### config.mk
export PLATFORM = sky130hd
export DESIGN_NAME = wavegen_multi_flat
export DESIGN_NICKNAME = d
export VERILOG_FILES = /design/src/rtl/wavegen_pkg.sv /design/src/rtl/wavegen_multi_if.sv /design/src/rtl/wavegen_multi_pwm.sv /design/src/rtl/wavegen_multi.sv /design/src/flat_wrapper.sv
export SDC_FILE = /design/constraint.sdc
export NUM_CORES = 1
export LEC_CHECK = 0
export ABC_AREA = 1
export BUFFER_PORTS_ARGS = -buffer_cell sky130_fd_sc_hd__buf_2
export CAP_MARGIN = 20
export CORE_MARGIN = 2
export CORE_UTILIZATION = 40
export CTS_BUF_LIST = sky130_fd_sc_hd__clkbuf_4
export DETAILED_ROUTE_END_ITERATION = 8
export PLACE_DENSITY_LB_ADDON = 0.2
export SLEW_MARGIN = 10
export SYNTH_ARGS = -nofsm -noshare
export SYNTH_HDL_FRONTEND = slang
export SYNTH_HIERARCHICAL = 1
export SYNTH_SLANG_ARGS = --single-unit
export TNS_END_PERCENT = 100
### constraint.sdc
create_clock -name clk -period 2.37 [get_ports clk]
set_input_delay 0.237 -clock clk [delete_from_list [all_inputs] [get_ports clk]]
set_output_delay 0.237 -clock clk [all_outputs]
set_load 0.02 [all_outputs]
### src/rtl/wavegen_pkg.sv
// +----------------------------------------------------------------------+
// | wavegen_pkg : shared types and defaults for the multi-mode wavegen   |
// | Revision    : 1.0                                                    |
// +----------------------------------------------------------------------+
`default_nettype none

package wavegen_pkg;

   localparam int DEF_WIDTH     = 8;
   localparam int DEF_DIV_WIDTH = 24;
   localparam int DEF_DIV       = 390;

   typedef enum logic [1:0] {
      MODE_RAMP_UP   = 2'd0,
      MODE_RAMP_DOWN = 2'd1,
      MODE_TRIANGLE  = 2'd2,
      MODE_SQUARE    = 2'd3
   } mode_e;

   typedef enum logic [1:0] {
      ST_IDLE = 2'd0,
      ST_UP   = 2'd1,
      ST_DOWN = 2'd2,
      ST_DONE = 2'd3
   } state_e;

   typedef struct packed {
      mode_e                    mode;
      logic [DEF_DIV_WIDTH-1:0] div;
      logic [DEF_WIDTH-1:0]     amp;
   } cfg_t;

endpackage

`default_nettype wire

### src/rtl/wavegen_multi_if.sv
// +----------------------------------------------------------------------+
// | wavegen_multi_if : valid/ready configuration port of wavegen_multi   |
// | Revision         : 1.0                                               |
// +----------------------------------------------------------------------+
`default_nettype none

interface wavegen_multi_if #(
   parameter int WIDTH     = 8,
   parameter int DIV_WIDTH = 24
);
   import wavegen_pkg::*;

   logic                 cfg_valid;
   logic                 cfg_ready;
   mode_e                cfg_mode;
   logic [DIV_WIDTH-1:0] cfg_div;
   logic [WIDTH-1:0]     cfg_amp;

   modport master (output cfg_valid, cfg_mode, cfg_div, cfg_amp, input cfg_ready);
   modport slave  (input cfg_valid, cfg_mode, cfg_div, cfg_amp, output cfg_ready);

endinterface

`default_nettype wire

### src/rtl/wavegen_multi_pwm.sv
// +----------------------------------------------------------------------+
// | wavegen_pwm : free-running carrier compared against the DAC code     |
// | Revision    : 1.0                                                    |
// +----------------------------------------------------------------------+
`default_nettype none

module wavegen_pwm #(
   parameter int WIDTH              = 8,
   parameter int ZERO_WHEN_DISABLED = 1
) (
   input  logic             clk,
   input  logic             reset_n,
   input  logic             run,
   input  logic [WIDTH-1:0] code,
   output logic             pwm_out
);

   logic [WIDTH-1:0] carrier;

   always_ff @(posedge clk or negedge reset_n) begin
      if (!reset_n) begin
         carrier <= '0;
      end else if (run) begin
         carrier <= carrier + WIDTH'(1);
      end else if (ZERO_WHEN_DISABLED != 0) begin
         carrier <= '0;
      end
   end

   // Strict compare: full-scale code still leaves one low slot per carrier period.
   assign pwm_out = run && (carrier < code);

endmodule

`default_nettype wire

### src/rtl/wavegen_multi.sv
// +----------------------------------------------------------------------+
// | wavegen_multi : ramp/triangle/square generator with R-2R and PWM out |
// | Optional one-shot mode under macro WAVEGEN_ONESHOT_EN                |
// | Revision      : 1.0                                                  |
// +----------------------------------------------------------------------+
`default_nettype none

module wavegen_multi
   import wavegen_pkg::*;
#(
   parameter int WIDTH              = DEF_WIDTH,
   parameter int DIV_WIDTH          = DEF_DIV_WIDTH,
   parameter int DEFAULT_DIV        = DEF_DIV,
   parameter int ZERO_WHEN_DISABLED = 1
) (
   input  logic              clk,
   input  logic              reset_n,
   input  logic              enable,
   wavegen_multi_if.slave    cfg,
`ifdef WAVEGEN_ONESHOT_EN
   input  logic              oneshot,
   output logic              done,
`endif
   output logic [WIDTH-1:0]  dac_code,
   output logic              pwm_out,
   output logic              period_start,
   output logic [1:0]        active_mode
);

   typedef struct packed {
      mode_e                mode;
      logic [DIV_WIDTH-1:0] div;
      logic [WIDTH-1:0]     amp;
   } cfg_rec_t;

   state_e               state, state_nxt;
   cfg_rec_t             act_cfg, pend_cfg, eff_cfg, bus_cfg;
   logic                 pend_full;
   logic [DIV_WIDTH-1:0] div_cnt, div_nxt;
   logic [WIDTH-1:0]     step_cnt, step_nxt, code_nxt;
   logic                 ps_nxt, running, tick, wrap, restart, load, take, armed;

   assign bus_cfg       = '{mode: cfg.cfg_mode, div: cfg.cfg_div, amp: cfg.cfg_amp};
   assign take          = cfg.cfg_valid && !pend_full;
   assign cfg.cfg_ready = !pend_full;
   assign eff_cfg       = pend_full ? pend_cfg : act_cfg;
   assign running       = (state == ST_UP) || (state == ST_DOWN);
   assign tick          = running && (div_cnt == act_cfg.div);
   assign active_mode   = act_cfg.mode;

   always_comb begin
      state_nxt = state;
      code_nxt  = dac_code;
      step_nxt  = step_cnt;
      div_nxt   = div_cnt;
      ps_nxt    = 1'b0;
      wrap      = 1'b0;
      restart   = 1'b0;
      case (state)
         ST_IDLE: restart = enable;
         ST_UP, ST_DOWN: begin
            if (!enable) begin
               state_nxt = ST_IDLE;
               if (ZERO_WHEN_DISABLED != 0) begin
                  code_nxt = '0;
                  div_nxt  = '0;
               end
            end else if (!tick) begin
               div_nxt = div_cnt + DIV_WIDTH'(1);
            end else begin
               div_nxt = '0;
               case (act_cfg.mode)
                  MODE_RAMP_UP: begin
                     if (dac_code == act_cfg.amp) wrap = 1'b1;
                     else code_nxt = dac_code + WIDTH'(1);
                  end
                  MODE_RAMP_DOWN: begin
                     if (dac_code == '0) wrap = 1'b1;
                     else code_nxt = dac_code - WIDTH'(1);
                  end
                  MODE_TRIANGLE: begin
                     if (state == ST_UP) begin
                        // amp of 0 or 1 has no interior descending codes
                        if (dac_code != act_cfg.amp) begin
                           code_nxt = dac_code + WIDTH'(1);
                        end else if (act_cfg.amp <= WIDTH'(1)) begin
                           wrap = 1'b1;
                        end else begin
                           state_nxt = ST_DOWN;
                           code_nxt  = act_cfg.amp - WIDTH'(1);
                        end
                     end else if (dac_code <= WIDTH'(1)) begin
                        wrap = 1'b1;
                     end else begin
                        code_nxt = dac_code - WIDTH'(1);
                     end
                  end
                  MODE_SQUARE: begin
                     if (step_cnt != act_cfg.amp) begin
                        step_nxt = step_cnt + WIDTH'(1);
                     end else if (state == ST_UP) begin
                        step_nxt  = '0;
                        state_nxt = ST_DOWN;
                        code_nxt  = '0;
                     end else begin
                        wrap = 1'b1;
                     end
                  end
               endcase
            end
         end
         default: if (!enable) state_nxt = ST_IDLE;
      endcase

      // A fresh period always starts from the pending slot if one is waiting.
      load = restart || (wrap && !armed);
      if (load) begin
         ps_nxt    = 1'b1;
         div_nxt   = '0;
         step_nxt  = '0;
         state_nxt = (eff_cfg.mode == MODE_RAMP_DOWN) ? ST_DOWN : ST_UP;
         code_nxt  = (eff_cfg.mode == MODE_RAMP_DOWN || eff_cfg.mode == MODE_SQUARE)
                     ? eff_cfg.amp : '0;
      end else if (wrap) begin
         state_nxt = ST_DONE;
         code_nxt  = '0;
         div_nxt   = '0;
         step_nxt  = '0;
      end
   end

   always_ff @(posedge clk or negedge reset_n) begin
      if (!reset_n) begin
         state        <= ST_IDLE;
         act_cfg      <= '{mode: MODE_RAMP_UP, div: DIV_WIDTH'(DEFAULT_DIV), amp: '1};
         pend_cfg     <= '0;
         pend_full    <= 1'b0;
         div_cnt      <= '0;
         step_cnt     <= '0;
         dac_code     <= '0;
         period_start <= 1'b0;
      end else begin
         state        <= state_nxt;
         div_cnt      <= div_nxt;
         step_cnt     <= step_nxt;
         dac_code     <= code_nxt;
         period_start <= ps_nxt;
         if (load) begin
            act_cfg   <= eff_cfg;
            pend_full <= 1'b0;
         end
         // An offer accepted on a boundary edge waits for the following boundary.
         if (take) begin
            pend_cfg  <= bus_cfg;
            pend_full <= 1'b1;
         end
      end
   end

`ifdef WAVEGEN_ONESHOT_EN
   always_ff @(posedge clk or negedge reset_n) begin
      if (!reset_n) begin
         armed <= 1'b0;
      end else if (load) begin
         armed <= oneshot;
      end else if (wrap) begin
         armed <= 1'b0;
      end
   end

   assign done = (state == ST_DONE);
`else
   assign armed = 1'b0;
`endif

   wavegen_pwm #(
      .WIDTH              (WIDTH),
      .ZERO_WHEN_DISABLED (ZERO_WHEN_DISABLED)
   ) u_pwm (
      .clk     (clk),
      .reset_n (reset_n),
      .run     (state != ST_IDLE),
      .code    (dac_code),
      .pwm_out (pwm_out)
   );

endmodule

`default_nettype wire

### src/flat_wrapper.sv
// flat-port wrapper written by rule: the top's interface ports become plain ports
module wavegen_multi_flat import wavegen_pkg::*;
#(
   parameter int WIDTH              = DEF_WIDTH,
   parameter int DIV_WIDTH          = DEF_DIV_WIDTH,
   parameter int DEFAULT_DIV        = DEF_DIV,
   parameter int ZERO_WHEN_DISABLED = 1
)
  (clk, reset_n, enable, dac_code, pwm_out, period_start, active_mode, cfg_cfg_valid, cfg_cfg_mode, cfg_cfg_div, cfg_cfg_amp, cfg_cfg_ready);
  wavegen_multi_if #(.WIDTH(WIDTH), .DIV_WIDTH(DIV_WIDTH)) cfg_i ();
  input  logic clk;
  input  logic reset_n;
  input  logic enable;
  output logic [WIDTH-1:0] dac_code;
  output logic pwm_out;
  output logic period_start;
  output logic [1:0] active_mode;
  input wire logic [$bits(cfg_i.cfg_valid)-1:0] cfg_cfg_valid;
  input wire logic [$bits(cfg_i.cfg_mode)-1:0] cfg_cfg_mode;
  input wire logic [$bits(cfg_i.cfg_div)-1:0] cfg_cfg_div;
  input wire logic [$bits(cfg_i.cfg_amp)-1:0] cfg_cfg_amp;
  output wire logic [$bits(cfg_i.cfg_ready)-1:0] cfg_cfg_ready;
  assign cfg_i.cfg_valid = cfg_cfg_valid;
  assign cfg_i.cfg_mode = cfg_cfg_mode;
  assign cfg_i.cfg_div = cfg_cfg_div;
  assign cfg_i.cfg_amp = cfg_cfg_amp;
  assign cfg_cfg_ready = cfg_i.cfg_ready;
  wavegen_multi #(.WIDTH(WIDTH), .DIV_WIDTH(DIV_WIDTH), .DEFAULT_DIV(DEFAULT_DIV), .ZERO_WHEN_DISABLED(ZERO_WHEN_DISABLED)) u_core (.clk(clk), .reset_n(reset_n), .enable(enable), .cfg(cfg_i), .dac_code(dac_code), .pwm_out(pwm_out), .period_start(period_start), .active_mode(active_mode));
endmodule
==> impl_metrics.toml, run 1 <==
[clock_tree]
cts.sinks = 120
clkLatencyLatePin_ns = 0.53
numCtsBuffers = 17
clk_path_buf_depth = 2
cts.clk_slew.worst_paths_ns = 0.10
htreeDepth = 4
cts_tree = "done"
cts_root_buffer = "clkbuf_4"

[sta]
finalCritPeriodShare_pct = 94.8
setup_viol = 0
tightest_slew_ns = 0.920
fin_crit_ns = 2.25
hold_ws_ns = 0.184
setup-tns-final_ns = 0
final_max_slew_viol_count = 0
fin_skew_ns = 0.0172
max_freq_ghz = 0.445
finalHoldViolCount = 0
slew_headroom_pct = 38.3

[synthesis]
yosys_most_used_dff = "dfrtp_1"
synth.net_count = 1098
yosysWarningCount = 6
ys_seq_area_share_pct = 40.4
postSynthCellCount = 1042
synthDistinctLibCells = 39
synth_seq_cells = 120
ys_top_cells_by_area = "dfrtp_1 (36%), nand2_1 (16%), inv_1 (6.9%)"
synthArstFlopShare_pct = 100
synth_area_per_cell_um2 = 7.17
synth-edff-count = 0
syn_area_um2 = 7470
synth_largest_area_cell = "dfrtp_1"
synth_top_area_share_pct = 36.2

[detailed_routing]
drtPass1Iterations = 7
drtAntennaViolNets = 0
dr.first_iter.drc_count = 348
avgRoutedWirePerCell_um = 13.9
viasPerCell = 4.86
routed_wl_um = 19600
drc_errors = 0
vias = 6882

[grt]
grt_pass1_vias = 6662
overflow = 0
antenna_found_initial = 0
grt_usage_pct = 20.5
grt_max_degree = 48
grt_pass1_wl_um = 32400

[run_status]
status = "finished clean"

[die]
start_util_pct = 41.2
dieArea_um2 = 19800
die_width_um = 141
die_height_um = 141
row_count = 49
core_region_area_um2 = 18100
pin_count = 51

[critical_path]
critPathRequiredTime_ns = 2.81
worstSetupPathType = "reg -> reg"
crit_arrival_ns = 2.69
r2r_slack_ns = 0.12
cp-end-kind = "register"
cp_max_fo = 13
startpoint_type = "register"

[cells_and_area]
instances_no_fill = 1417
diodes = 0
drive_above_1_share_pct = 19.2
synthToLayoutAreaGrowth_pct = 22.5
nNetsFinal = 1232
final_area_um2 = 9150

[power_and_ir_drop]
seq_power_share_pct = 31.6
power_switching_mw = 4.79
swShare_pct = 45.7
vdd_ir_drop_max_mv = 0.553
p_per_area_nw_per_um2 = 1150
clkPwrFrac_pct = 13.3
p_leak_nw = 4.64
power_mw = 10.5
pwr-share-comb_pct = 55.1
intPower_mw = 5.69

[placed_design]
portBuffers = 50
gp_congestion = 0.891
dpl-instance-area_um2 = 8260
dp.cells = 1340
dp_hpwl_um = 14500

[hold_path]
hold_path.class = "in -> reg"

[run]
drv_cap = 0
layout by cell type, fill, tap and decap left out, types with 3 or more instances in the layout:
cell           count
xnor2_1           12
buf_2             48
nand2_2           10
o21ai_2           14
nand3_2            3
o21ai_0           50
inv_2              8
nor3b_1            4
or2_2              4
dfstp_2           12
xor2_1            32
dfrtp_2            3
o21ai_1           13
clkinv_2           5
nor3_1            14
nor2_4             4
buf_6              3
buf_4             49
nand2_1          310
inv_1            134
nand3_1           58
ha_1              16
mux2_2            11
buf_12             6
dlygate4sd3_1     35
dfrtp_1          105
nor2_1           112
nand4_1           18
a21oi_1           36
nor2_2             7
nand2_4            4
clkinv_1           3
clkbuf_4          20
worst paths after layout:
path / start / to / cells past startpoint
worst max-delay path: u_core/dac_code[0] / u_core/div_cnt[12] / 15
worst min register to register: u_core/pend_cfg[16] / u_core/act_cfg[16] / 2
min in group asynchronous: reset_n / u_core/pend_cfg[17] / 2
worst max register to register: u_core/dac_code[0] / u_core/div_cnt[12] / 15
max in group asynchronous: reset_n / u_core/act_cfg[4] / 3
worst min-delay path: cfg_cfg_valid / u_core/pend_full / 3
through the flow:
step	utilization [%]	setup WS, ns
final	50.4	0.124
after global routing	50.4	-0.0209
after CTS	49.0	-0.00882
after detailed placement	45.5	-0.121
after global placement	45.5	-0.0589
after floorplan	-	0.221
worst max-delay path, cell delays in order (launching register included):
cell	delay [ns]
dfrtp_2	0.46
buf_4	0.16
ha_1	0.18
nor2_1	0.10
nor2_1	0.05
nand3_1	0.08
o21ai_1	0.06
nor2_1	0.13
nand3_2	0.13
nand2_4	0.12
buf_6	0.13
nand3_2	0.12
nand2_4	0.11
inv_4	0.06
buf_12	0.14
nor3_1	0.14
synthesized netlist by cell type, types with 2 or more instances:
master,instances
nor2_1,117
nor3b_1,5
buf_6,4
o21ai_1,13
nand2_2,5
nor3_2,2
dfstp_2,12
nand3_1,60
buf_1,2
o21ai_2,15
a21oi_1,36
nor3_1,15
o21ai_0,50
xnor2_1,12
buf_4,6
nand3_2,2
ha_1,18
nand3b_1,2
dfrtp_1,108
buf_2,8
mux2_2,11
or2_2,4
nand4_1,18
nand2_1,318
nor2_2,5
inv_1,138
inv_2,6
xor2_1,32
clkbuf_1,7
nor4_1,2
per-layer routing:
layer / part of all wire, % / track usage (%) / vias to the layer above
met5: 0 / 0 / -
met4: 1.2 / 4.95 / 0
met3: 4.0 / 4.01 / 21
met2: 47 / 33.8 / 148
met1: 47 / 27.9 / 3173
li1: - / - / 3540
power groups by stage:
| stage | combinational, mW | clock [mW] | sequential (mW) |
|---|---|---|---|
| 6_report | 5.77 | 1.39 | 3.32 |
| 5_1_grt | 6.53 | 1.54 | 3.40 |
| 4_1_cts | 5.44 | 1.46 | 3.35 |
| 3_5_place_dp | 5.36 | 0 | 3.39 |
| 3_3_place_gp | 5.30 | 0 | 3.37 |
| 2_1_floorplan | 3.70 | 0 | 3.30 |
cells by family after synthesis:
group / synth area share (%)
fa+ha+maj: 3.02
buf+inv: 9.55
compound gates: 8.68
flops: 40.4
simple gates: 31.5
xor+xnor: 5.16
mux: 1.66
registers in the layout (all words and copies together), names as in the netlist:
register,flops
u_core/act_cfg,32
u_core/pend_cfg,34
u_core/state,2
u_core/step_cnt,8
u_core/dac_code,8
u_core/period_start,1
u_core/u_pwm/carrier,8
u_core/active_mode,2
u_core/pend_full,1
u_core/div_cnt,24
cell type report:
cell class | count | area, µm²
clock inverter | 11 | 108
clock buffer | 20 | 150
timing repair buffer | 142 | 1140
multi-input combinational | 750 | 3890
tap | 229 | 287
inverter | 145 | 549
sequential | 120 | 3020
fill | 1828 | 9000
timing repair:
action	CTS	global route
resized for setup	6	36
gates cloned	0	2
setup buffers	0	9
setup endpoints to repair	12	66
pin swaps	0	6
hold buffers	35	0
endpoints found under the hold margin	68	0
Note: power is estimated with default switching activity, not from simulation.
==> run 2, diff against run 1 <==
--- a/config.mk
+++ b/config.mk
@@ -12,7 +12,7 @@
 export CORE_UTILIZATION = 40
 export CTS_BUF_LIST = sky130_fd_sc_hd__clkbuf_4
 export DETAILED_ROUTE_END_ITERATION = 8
-export PLACE_DENSITY_LB_ADDON = 0.2
+export PLACE_DENSITY = 0.65
 export SLEW_MARGIN = 10
 export SYNTH_ARGS = -nofsm -noshare
 export SYNTH_HDL_FRONTEND = slang
==> run 2 against run 1 <==
Net effect:
- critical path depth shrank 2
- largest cell class unchanged
- fmax grew 0.24%
- cell area shrank 0.97%
- combinational power shrank 2%
- routed wire length is essentially flat
- utilization shrank 0.49 points
- clock power grew 6%
==> impl_metrics.toml, run 2 (synthesized netlist as in run 1, its figures left out) <==
[run_status]
status = "finished clean"

[sta]
finalCritPeriodShare_pct = 94.5
max_freq_ghz = 0.446
slew_headroom_pct = 63.4
setup_viol = 0
fin_crit_ns = 2.24
tightest_slew_ns = 0.543
fin_skew_ns = 0.0193
finalHoldViolCount = 0
final_max_slew_viol_count = 0

[detailed_routing]
avgRoutedWirePerCell_um = 13.9
drc_errors = 0
dr.first_iter.drc_count = 514
vias = 6951
drtPass1Iterations = 5
routed_wl_um = 19600
viasPerCell = 4.93
drtAntennaViolNets = 0

[cells_and_area]
final_cell_mix = "nand2_1 (314), inv_1 (136), nor2_1 (115)"
drive_above_1_share_pct = 18.0
largest_reg_flops = 34
top_regs = "u_core/pend_cfg: 34 flops, u_core/act_cfg: 32 flops, u_core/div_cnt: 24 flops"
final_common_cell = "nand2_1"
synthToLayoutAreaGrowth_pct = 21.3
largest_register = "u_core/pend_cfg"
nNetsFinal = 1222
final_area_um2 = 9060

[power_and_ir_drop]
vdd_ir_drop_max_mv = 0.575
p_per_area_nw_per_um2 = 1160
power_mw = 10.5
p_leak_nw = 4.59

[placed_design]
dp_hpwl_um = 14000
portBuffers = 50
gp_congestion = 0.907
dpl-instance-area_um2 = 8150

[clock_tree]
clkLatencyLatePin_ns = 0.56
cts_tree = "done"
cts_root_buffer = "clkbuf_4"
cts.clk_slew.worst_paths_ns = 0.12
numCtsBuffers = 17
clk_path_buf_depth = 2
htreeDepth = 4
cts.sinks = 120

[critical_path]
worstSetupPathType = "reg -> reg"
worstReg2RegEnd = "u_core/div_cnt[22]"
cp-end-kind = "register"
critPathLaunch = "u_core/state[0]"
critPathRequiredTime_ns = 2.85
cp_max_fo = 4
r2r-start = "u_core/state[0]"
startpoint_type = "register"
r2r_slack_ns = 0.13
crit_arrival_ns = 2.72
reg2reg_depth = 13

[die]
start_util_pct = 41.2
die_height_um = 141
core_region_area_um2 = 18100
dieArea_um2 = 19800
pin_count = 51
die_width_um = 141
row_count = 49

[hold_path]
hp-start = "cfg_cfg_valid"
hold_path.class = "in -> reg"
hold_end = "u_core/pend_full"
min_path_cells = 3

[grt]
grt_pass1_vias = 6452
grt_pass1_wl_um = 31900
grt_usage_pct = 20.0
antenna_found_initial = 1
grt_max_degree = 48
overflow = 0

[run]
drv_cap = 0
-- run 2: cell types whose count changed in the layout (fill, tap and decap cells not counted), sizes merged, moves of 2 or more --
| cell | previous run | this run |
|---|---|---|
| buf | 106 | 97 |
| clkbuf | 21 | 18 |
| diode | 0 | 2 |
| inv | 144 | 149 |
-- run 2: power by group --
part / leakage, nW / switching (mW) / internal, mW
Combinational: 2.97 / 3.50 / 2.13
Sequential: 1.47 / 0.568 / 2.82
Clock: 0.151 / 0.928 / 0.546
-- run 2: worst max path at each step --
stage,to,cells after the start
6_report,u_core/div_cnt[22],13
4_1_cts,pwm_out,9
3_3_place_gp,u_core/dac_code[7],15
5_1_grt,u_core/div_cnt[22],13
2_1_floorplan,u_core/step_cnt[4],14
3_5_place_dp,u_core/dac_code[7],15
-- run 2: cell type report --
cell class                 count  area [µm²]
fill                        1791        9090
timing repair buffer         133        1050
sequential                   120        3020
inverter                     145         559
tap                          229         287
multi-input combinational    749        3870
antenna                        2        5.00
clock inverter                15         145
clock buffer                  17         128
-- run 2: layer usage --
layer  global-route usage (%)  vias up  wire length [µm]
li1                         -     3518                 -
met1                     29.6     3233              9780
met2                     30.1      186              8620
met3                     4.38       14              1030
met4                     4.53        0               199
met5                        0        -                 0
-- run 2: stage by stage --
| stage | setup slack (ns) | hold slack, ns | utilization (%) | cells | setup TNS, ns |
|---|---|---|---|---|---|
| detailed placement | 0.0459 | 0.255 | 44.9 | 1327 | 0 |
| global route | -0.0276 | 0.175 | 49.9 | 1410 | -0.0597 |
| floorplan | 0.221 | -0.0586 | - | 1042 | 0 |
| CTS | 0.00369 | 0.113 | 48.3 | 1394 | 0 |
| global placement | 0.0971 | 0.249 | 44.9 | 1327 | 0 |
| finish | 0.130 | 0.167 | 49.9 | 1410 | 0 |
-- run 2: what timing repair did --
action	4_1_cts	5_1_grt
hold buffers	35	0
endpoints found under the hold margin	70	0
setup endpoints to repair	1	63
gates cloned	0	2
resized for setup	1	44
pin swaps	0	7
buffers inserted	0	12
-- run 2: worst max-delay path: stages (launching register included) --
cell and delay, ns:
dfrtp_1 0.39, inv_1 0.08, ha_4 0.28, inv_1 0.05, nand2_1 0.12, nand3_2 0.13
nor3_2 0.22, nand2_1 0.11, nor2_2 0.14, nand2_2 0.12, nor3_4 0.20, nand2_1 0.09
xor2_1 0.14, nor2_1 0.09
